### config.mk
export PLATFORM = sky130hd
export DESIGN_NAME = leaf_refill_scheduler
export DESIGN_NICKNAME = d
export VERILOG_FILES = /design/src/rtl/leaf_refill_scheduler_pkg.sv /design/src/rtl/leaf_refill_scheduler_rr_arbiter.sv /design/src/rtl/leaf_refill_scheduler.sv
export SDC_FILE = /design/constraint.sdc
export NUM_CORES = 2
export LEC_CHECK = 0
export CAP_MARGIN = 20
export CORE_AREA = 2 2 450 452
export CTS_BUF_LIST = sky130_fd_sc_hd__clkbuf_8
export DETAILED_ROUTE_END_ITERATION = 12
export DIE_AREA = 0 0 452 454
export HOLD_SLACK_MARGIN = 0.1
export SYNTH_ARGS = -nofsm -noshare
export SYNTH_HDL_FRONTEND = slang
export SYNTH_SLANG_ARGS = --single-unit
export TNS_END_PERCENT = 5
### constraint.sdc
create_clock -name s_axis_aclk -period 11.6 [get_ports s_axis_aclk]
set_input_delay 1.74 -clock s_axis_aclk [delete_from_list [all_inputs] [get_ports s_axis_aclk]]
set_output_delay 1.74 -clock s_axis_aclk [all_outputs]
set_load 0.01 [all_outputs]
### src/rtl/leaf_refill_scheduler_pkg.sv
// Shared types and constants for the leaf refill scheduler.
//   state_e    : scheduler FSM states
//   CmdBeatsW  : width of the burst-length field sent to the data mover
package leaf_refill_scheduler_pkg;

   localparam int unsigned CmdBeatsW = 16;

   typedef enum logic [1:0] {
      StIdle,
      StArb,
      StCmd,
      StStream
   } state_e;

endpackage

### src/rtl/leaf_refill_scheduler_rr_arbiter.sv
// Combinational round-robin arbiter.
// Grants the first asserted request at or after ptr_i, wrapping modulo N.
//   req_i   : per-leaf request vector
//   ptr_i   : index with highest priority this decision
//   gnt_o   : one-hot grant (all zero when no request)
//   idx_o   : index of the granted request
//   valid_o : at least one request present
module leaf_refill_scheduler_rr_arbiter
   import leaf_refill_scheduler_pkg::*;
#(
   parameter int unsigned N = 16,
   localparam int unsigned LW = $clog2(N)
) (
   input  logic [N-1:0]  req_i,
   input  logic [LW-1:0] ptr_i,
   output logic [N-1:0]  gnt_o,
   output logic [LW-1:0] idx_o,
   output logic          valid_o
);

   logic [LW-1:0] cand;
   logic          found;

   always_comb begin
      gnt_o = '0;
      idx_o = '0;
      found = 1'b0;
      cand  = '0;
      // N is a power of two, so the LW-bit add wraps naturally.
      for (int unsigned k = 0; k < N; k++) begin
         cand = ptr_i + LW'(k);
         if (!found && req_i[cand]) begin
            found = 1'b1;
            idx_o = cand;
         end
      end
      if (found) begin
         gnt_o[idx_o] = 1'b1;
      end
      valid_o = found;
   end

endmodule

### src/rtl/leaf_refill_scheduler.sv
// Shares one AXI-stream read channel among C_NUM_LEAVES leaf unpackers.
// Keeps a remaining-beat counter per leaf, round-robin picks a leaf that has
// work and FIFO room, issues one burst command, then steers the returned beats
// to that leaf. The final beat of a leaf's whole run is flagged with tlast.
// Ports:
//   s_axis_aclk / s_axis_areset : clock, synchronous active-high reset
//   cfg_*        : load run length (beats) for one leaf
//   leaf_room    : per-leaf "can absorb a full burst"
//   cmd_*        : burst command to the data mover
//   s_axis_*     : beats from the data mover
//   m_axis_*     : beats to the leaves (tvalid one-hot, data/tlast shared)
//   all_done     : idle with every remaining counter zero
//   err_burst    : sticky, mover tlast disagreed with the beat counter
module leaf_refill_scheduler
   import leaf_refill_scheduler_pkg::*;
#(
   parameter int unsigned C_NUM_LEAVES       = 16,
   parameter int unsigned C_AXIS_TDATA_WIDTH = 512,
   parameter int unsigned C_BURST_BEATS      = 16,
   parameter int unsigned C_RUN_WIDTH        = 32,
   localparam int unsigned LW = $clog2(C_NUM_LEAVES)
) (
   input  logic                          s_axis_aclk,
   input  logic                          s_axis_areset,
   input  logic                          cfg_valid,
   output logic                          cfg_ready,
   input  logic [LW-1:0]                 cfg_leaf,
   input  logic [C_RUN_WIDTH-1:0]        cfg_beats,
   input  logic [C_NUM_LEAVES-1:0]       leaf_room,
   output logic                          cmd_valid,
   input  logic                          cmd_ready,
   output logic [LW-1:0]                 cmd_leaf,
   output logic [CmdBeatsW-1:0]          cmd_beats,
   input  logic                          s_axis_tvalid,
   output logic                          s_axis_tready,
   input  logic [C_AXIS_TDATA_WIDTH-1:0] s_axis_tdata,
   input  logic                          s_axis_tlast,
   output logic [C_NUM_LEAVES-1:0]       m_axis_tvalid,
   input  logic [C_NUM_LEAVES-1:0]       m_axis_tready,
   output logic [C_AXIS_TDATA_WIDTH-1:0] m_axis_tdata,
   output logic                          m_axis_tlast,
   output logic                          all_done,
   output logic                          err_burst
);

   localparam logic [C_RUN_WIDTH-1:0] BurstRun = C_RUN_WIDTH'(C_BURST_BEATS);
   localparam logic [CmdBeatsW-1:0]   BurstCmd = CmdBeatsW'(C_BURST_BEATS);

   state_e                  state_q, state_d;
   logic [LW-1:0]           rr_ptr_q, rr_ptr_d;
   logic [LW-1:0]           sel_q, sel_d;
   logic [C_NUM_LEAVES-1:0] sel_oh_q, sel_oh_d;
   logic [CmdBeatsW-1:0]    len_q, len_d;
   logic [CmdBeatsW-1:0]    beat_cnt_q, beat_cnt_d;
   logic                    err_q, err_d;
   logic [C_RUN_WIDTH-1:0]  remaining_q [C_NUM_LEAVES];
   logic [C_RUN_WIDTH-1:0]  remaining_d [C_NUM_LEAVES];

   logic [C_NUM_LEAVES-1:0] eligible;
   logic                    any_remaining;
   logic [C_NUM_LEAVES-1:0] arb_gnt;
   logic [LW-1:0]           arb_idx;
   logic                    arb_valid;
   logic [C_RUN_WIDTH-1:0]  arb_rem;
   logic                    streaming;
   logic                    last_beat;
   logic                    beat_hs;

   // Work-and-room per leaf; also the idle summary for all_done.
   always_comb begin
      eligible      = '0;
      any_remaining = 1'b0;
      for (int unsigned i = 0; i < C_NUM_LEAVES; i++) begin
         eligible[i]   = leaf_room[i] & (remaining_q[i] != '0);
         any_remaining = any_remaining | (remaining_q[i] != '0);
      end
   end

   leaf_refill_scheduler_rr_arbiter #(
      .N (C_NUM_LEAVES)
   ) u_arb (
      .req_i   (eligible),
      .ptr_i   (rr_ptr_q),
      .gnt_o   (arb_gnt),
      .idx_o   (arb_idx),
      .valid_o (arb_valid)
   );

   assign arb_rem   = remaining_q[arb_idx];
   assign streaming = (state_q == StStream);
   assign last_beat = (beat_cnt_q == len_q - CmdBeatsW'(1));

   // Zero-latency pass-through to the selected leaf only.
   assign m_axis_tvalid = streaming ? (sel_oh_q & {C_NUM_LEAVES{s_axis_tvalid}}) : '0;
   assign s_axis_tready = streaming & |(sel_oh_q & m_axis_tready);
   assign m_axis_tdata  = s_axis_tdata;
   // Run end only when this burst drains the leaf's remaining count.
   assign m_axis_tlast  = streaming & last_beat &
                          (remaining_q[sel_q] == C_RUN_WIDTH'(len_q));
   assign beat_hs       = streaming & s_axis_tvalid & s_axis_tready;

   // Block cfg writes to the leaf being served so its counter stays coherent.
   assign cfg_ready = (state_q == StIdle) | (cfg_leaf != sel_q);
   assign cmd_leaf  = sel_q;
   assign cmd_beats = len_q;
   assign all_done  = (state_q == StIdle) & ~any_remaining;
   assign err_burst = err_q;

   always_comb begin
      state_d     = state_q;
      rr_ptr_d    = rr_ptr_q;
      sel_d       = sel_q;
      sel_oh_d    = sel_oh_q;
      len_d       = len_q;
      beat_cnt_d  = beat_cnt_q;
      err_d       = err_q;
      remaining_d = remaining_q;
      cmd_valid   = 1'b0;

      unique case (state_q)
         StIdle: begin
            if (|eligible) begin
               state_d = StArb;
            end
         end
         StArb: begin
            // Room may have dropped since IDLE; fall back without a command.
            if (arb_valid) begin
               sel_d    = arb_idx;
               sel_oh_d = arb_gnt;
               len_d    = (arb_rem < BurstRun) ? CmdBeatsW'(arb_rem) : BurstCmd;
               state_d  = StCmd;
            end else begin
               state_d = StIdle;
            end
         end
         StCmd: begin
            cmd_valid = 1'b1;
            if (cmd_ready) begin
               rr_ptr_d   = sel_q + LW'(1);
               beat_cnt_d = '0;
               state_d    = StStream;
            end
         end
         StStream: begin
            if (beat_hs) begin
               beat_cnt_d = beat_cnt_q + CmdBeatsW'(1);
               // Our counter decides where the burst ends; mover tlast is only checked.
               if (s_axis_tlast != last_beat) begin
                  err_d = 1'b1;
               end
               if (last_beat) begin
                  remaining_d[sel_q] = remaining_q[sel_q] - C_RUN_WIDTH'(len_q);
                  state_d            = StIdle;
               end
            end
         end
         default: state_d = StIdle;
      endcase

      if (cfg_valid && cfg_ready) begin
         remaining_d[cfg_leaf] = cfg_beats;
      end
   end

   always_ff @(posedge s_axis_aclk) begin
      if (s_axis_areset) begin
         state_q    <= StIdle;
         rr_ptr_q   <= '0;
         sel_q      <= '0;
         sel_oh_q   <= '0;
         len_q      <= '0;
         beat_cnt_q <= '0;
         err_q      <= 1'b0;
         for (int unsigned i = 0; i < C_NUM_LEAVES; i++) begin
            remaining_q[i] <= '0;
         end
      end else begin
         state_q     <= state_d;
         rr_ptr_q    <= rr_ptr_d;
         sel_q       <= sel_d;
         sel_oh_q    <= sel_oh_d;
         len_q       <= len_d;
         beat_cnt_q  <= beat_cnt_d;
         err_q       <= err_d;
         remaining_q <= remaining_d;
      end
   end

endmodule

==> impl_results.md <==
- FP Rows: approximately 170
- Cell breakdown of the critical path: buf_12 -> mux4_2 -> mux4_2 -> ha_1 -> nand3_1 -> nor2_1 -> nand4_1 -> or4_1 -> nor4_2 -> clkdlybuf4s50_1
- CTS tree: built
- Combinational family with the most area after synthesis: simple AND/OR/NAND/NOR gates
- Final GP Congestion: about 1.0
- H-tree lvl count: 3
- Share of synthesized area spent on multiplexers: 0.1335
- Worst-case reg-to-reg path depth: 17
- Post-Syn Instances: between 5k and 6k
- Share of async-settable or async-resettable flops after synthesis: 0
- Simple-gate share of the synthesized area: 0.2320
- Count of final setup violators: 0
- GRT Overall Usage: 0.1865
- Reg-to-reg endpoint: cmd_beats[4]
- Synthesized-area fraction occupied by ao, oa, aoi and oai cells: 0.1859
- Areal power density over the cells: ~180 nW/um^2
- Final TNS setup: 0 ps
- Number of cells on the critical path: 10
- Maximum operating frequency: between 0.1 and 0.15 GHz
- Source of the worst hold timing path: remaining_q[458]
- Max VDD drop: 181.9 uV
- Setup crit end kind: primary output
- Combined area of the multi-input logic cells: around 24000 um^2
- Via density: about 5.5
- Sequential-to-total area share from yosys stat: 0.2806
- Startpoint of the worst register-to-register path: remaining_q[292]
- Unrepaired setup endpoints after global routing: no
- CTS clk-pin slew, worst paths: approximately 70 ps
- Detailed-route DRC error count: 0
- Antenna violations before repair: 21
- Number of storage elements in the synthesis netlist: around 570
- Via count: between 40k and 50k
- Mean Syn Cell Area: slightly below 8 um^2
- Core region area: 200900 um^2
- Final-stage net count: 5223
- Post-synth net total: 5820
- Number of hold violations in the final report: 0
- Commonest register cell after synthesis: sky130_fd_sc_hd__dfxtp_1
- Clock skew: 88.53 ps
- Number of buffer cells added on primary ports: 115
- Share of final-layout standard cells stronger than drive strength 1: 0.1257
- Top layer used by detailed routing: met5
- Arrival time of the worst setup path: roughly 6700 ps
- Dpl cells: around 7.2k
- Sequential share of power: 0.263
- Detailed Route Iter0 Violations: approximately 6.5k
- Number of synthesized flops with an enable pin: 0
- Critical path startpoint category: flop
- Synth Area in XOR/XNOR: 0.01505
- Post-CTS resize count: 0
- Commonest cells after routing, fill and taps aside: 857 x sky130_fd_sc_hd__nand2_1, 637 x sky130_fd_sc_hd__nor2_1, 567 x sky130_fd_sc_hd__dfxtp_1
- Post-CTS setup buffer count: 0
- Total of fill cells in the finished design: roughly 22k
- Headroom to the max-slew limit: 0.1401
- Remaining antenna violation count after routing: 0
- Count of pins over their slew limit: 0
- Sum of routed wire segments on met1: 72800 um
- Number of warnings printed during yosys synthesis: 0
- Switching power as a share of total power: 0.4744
- Logic gate share of total power: 0.478
- Net switching component of the power: approximately 0.0038 W
- Slew at the pin closest to its max-slew limit: about 1300 ps
- Most numerous cell on the critical path: sky130_fd_sc_hd__mux4_2
- HP Class: flop to flop
- Critical setup path kind: flop to primary output
- Routed wire length on met2: about 86000 um
- Pleak: between 10 and 15 nW
- Die height: between 400 and 500 um
- Via count of the first global-routing pass: about 37k
- Pin count of the biggest net entering global routing: between 150 and 200
- # hold bufs at CTS: 0
- Max-cap violation count: 0
- Final routed wirelength across all metal layers: 200900 um
- Clock latency on the worst-skew pair: between 800 and 900 ps
- Fin util: 0.2152
- Clock network fraction of design power: 0.259
- Final HPWL DP: ~140000 um
- Clock Tree Buf Depth: 3
- Critical path buffers and inverters: 2
- Capture point of the critical path: m_axis_tlast
- Cell type of the slowest stage on the worst timing path: sky130_fd_sc_hd__nor4_2
- Met3 routed WL: 26120 um
- Most common cell after layout, fill and taps aside: sky130_fd_sc_hd__nand2_1
- Register area: 11440 um^2
- CP required: 9860 ps
- Internal power of the cells: about 0.0042 W
- CP max stage delay: 830 ps
- Period Utilization, post-route: 0.7237
- Reg-to-reg slack, setup: approximately 3300 ps
- Mapped cell area: roughly 41000 um^2
- TritonCTS Sinks: approximately 570
- Clock root buffer master: sky130_fd_sc_hd__clkbuf_8
- Number of primary I/O pins: 1140
- Relative area change from synthesis to final layout: 6.090%
- Wire length of the first global-routing pass: between 200000 and 300000 um
- Overflow left after global routing: 0
- Wire length per cell: about 27 um
- Adder-cell share of the synthesized area: 0.009397
- Maximum fanout along the worst path: between 80 and 90
- Initial standard-cell utilization of the core: 0.2028
- Library cells used by synthesis: 99
- CP Launch Point: cmd_leaf[0]
- Post-route minimum period: approximately 8400 ps
- Die area: slightly above 200000 um^2
- Status: finished, final reports clean
- Family with the most delay on the worst path: simple AND/OR/NAND/NOR gates
- Width of the die: between 400 and 500 um
- Total clock buffers created by CTS: 106
- Non-filler cells, final: between 7k and 8k
- Pre-Repair DR Iteration Count: 8
-- through the flow --
step | hold slack, ps | worst slack (ps) | area, um^2 | total power [W]
6_report | 494.9 | 3205 | 43220 | 0.007974
2_1_floorplan | 459.9 | 2904 | 40740 | 0.004510
4_1_cts | 496.0 | 3320 | 43170 | 0.007858
3_3_place_gp | 478.1 | 3083 | 40930 | 0.005799
3_5_place_dp | 480.3 | 3521 | 40980 | 0.005812
5_1_grt | 518.9 | 2940 | 43210 | 0.008167
-- power groups by stage --
stage / clock network, W / logic (W) / registers (W)
3_3_place_gp: 0 / 0.00367 / 0.00213
5_1_grt: 0.00217 / 0.00391 / 0.00210
2_1_floorplan: 0 / 0.00242 / 0.00209
6_report: 0.00207 / 0.00381 / 0.00209
3_5_place_dp: 0 / 0.00368 / 0.00213
4_1_cts: 0.00208 / 0.00369 / 0.00209
-- per-layer routing --
metal / GRT usage / vias up
li1: - / 17142
met1: 0.2249 / 19654
met2: 0.2804 / 3231
met3: 0.06040 / 698
met4: 0.1284 / 14
met5: 0.001399 / -
-- flip-flops by register name (all words and copies together), names as in the netlist, named ones only --
| signal | flops |
|---|---|
| rr_ptr_q | 4 |
| cmd_leaf | 4 |
| remaining_q | 512 |
| state_q | 1 |
| err_burst | 1 |
| sel_oh_q | 16 |
| cmd_beats | 16 |
| beat_cnt_q | 16 |
-- cell usage after synthesis, drive strengths merged, types with 5 or more instances --
master / n / share of area
o31a: 12 / 0.0026
o21ai: 94 / 0.012
dfxtp: 571 / 0.28
mux2i: 116 / 0.029
nand4: 61 / 0.0094
inv: 52 / 0.0048
nand2b: 15 / 0.0023
and4: 14 / 0.0030
mux4: 173 / 0.096
nor2b: 11 / 0.0017
xor2: 35 / 0.0075
or3: 26 / 0.0041
a21boi: 14 / 0.0026
clkbuf: 381 / 0.035
mux2: 32 / 0.0088
nand4b: 30 / 0.0064
a31oi: 46 / 0.0071
and2: 33 / 0.0051
o211ai: 110 / 0.020
o21a: 11 / 0.0020
nand2: 864 / 0.080
or4: 11 / 0.0021
a311oi: 232 / 0.050
nor3: 122 / 0.015
a41oi: 19 / 0.0041
or2: 5 / 0.00077
o221ai: 37 / 0.0080
o22ai: 13 / 0.0020
ha: 29 / 0.0089
nor4: 101 / 0.016
a21oi: 242 / 0.030
a211o: 35 / 0.0075
nand3: 106 / 0.013
a22oi: 35 / 0.0064
xnor2: 35 / 0.0075
nor2: 657 / 0.061
o31ai: 19 / 0.0036
a211oi: 70 / 0.014
buf: 595 / 0.10
and3: 56 / 0.0086
o311ai: 6 / 0.0013
a21o: 6 / 0.0011
-- worst register-to-register path, stage by stage, from the launching register on --
cell,delay (ps)
sky130_fd_sc_hd__dfxtp_1,330
sky130_fd_sc_hd__nor4_1,900
sky130_fd_sc_hd__nand4_1,820
sky130_fd_sc_hd__o311ai_0,700
sky130_fd_sc_hd__a31oi_1,160
sky130_fd_sc_hd__or4b_1,710
sky130_fd_sc_hd__mux2i_1,590
sky130_fd_sc_hd__and4_1,430
sky130_fd_sc_hd__nand2_1,130
sky130_fd_sc_hd__o211ai_1,250
sky130_fd_sc_hd__nor4bb_1,250
sky130_fd_sc_hd__a41o_2,730
sky130_fd_sc_hd__buf_4,560
sky130_fd_sc_hd__a21boi_0,260
sky130_fd_sc_hd__o221ai_1,220
sky130_fd_sc_hd__a2111o_1,490
sky130_fd_sc_hd__or3_4,440
sky130_fd_sc_hd__o21a_1,180
-- cells by family after synthesis --
group / after synthesis
adders and majority gates: 30
AOI/OAI and AO/OA: 1054
muxes: 321
buffers and inverters: 1029
and+or+nand+nor: 2129
DFF: 571
xor gates and xnor gates: 70
-- how the worst min path moves through the flow --
stage	end	slack (ps)	cells past startpoint
final	remaining_q[458]	490	2
after global routing	remaining_q[268]	520	2
after CTS	remaining_q[459]	500	2
after detailed placement	remaining_q[459]	480	2
after global placement	remaining_q[459]	480	2
after floorplan	remaining_q[324]	460	2
-- layout make-up --
cell class | instances | area share
Clock inverter | 65 | 0.009610
Inverter | 53 | 0.004921
Timing Repair Buffer | 271 | 0.05471
Tap cell | 2672 | 0.07735
Sequential cell | 571 | 0.2647
Multi-Input combinational cell | 3604 | 0.5472
Clock buffer | 129 | 0.04108
Antenna cell | 7 | 0.0004053
(Power assumes the default switching activity.)
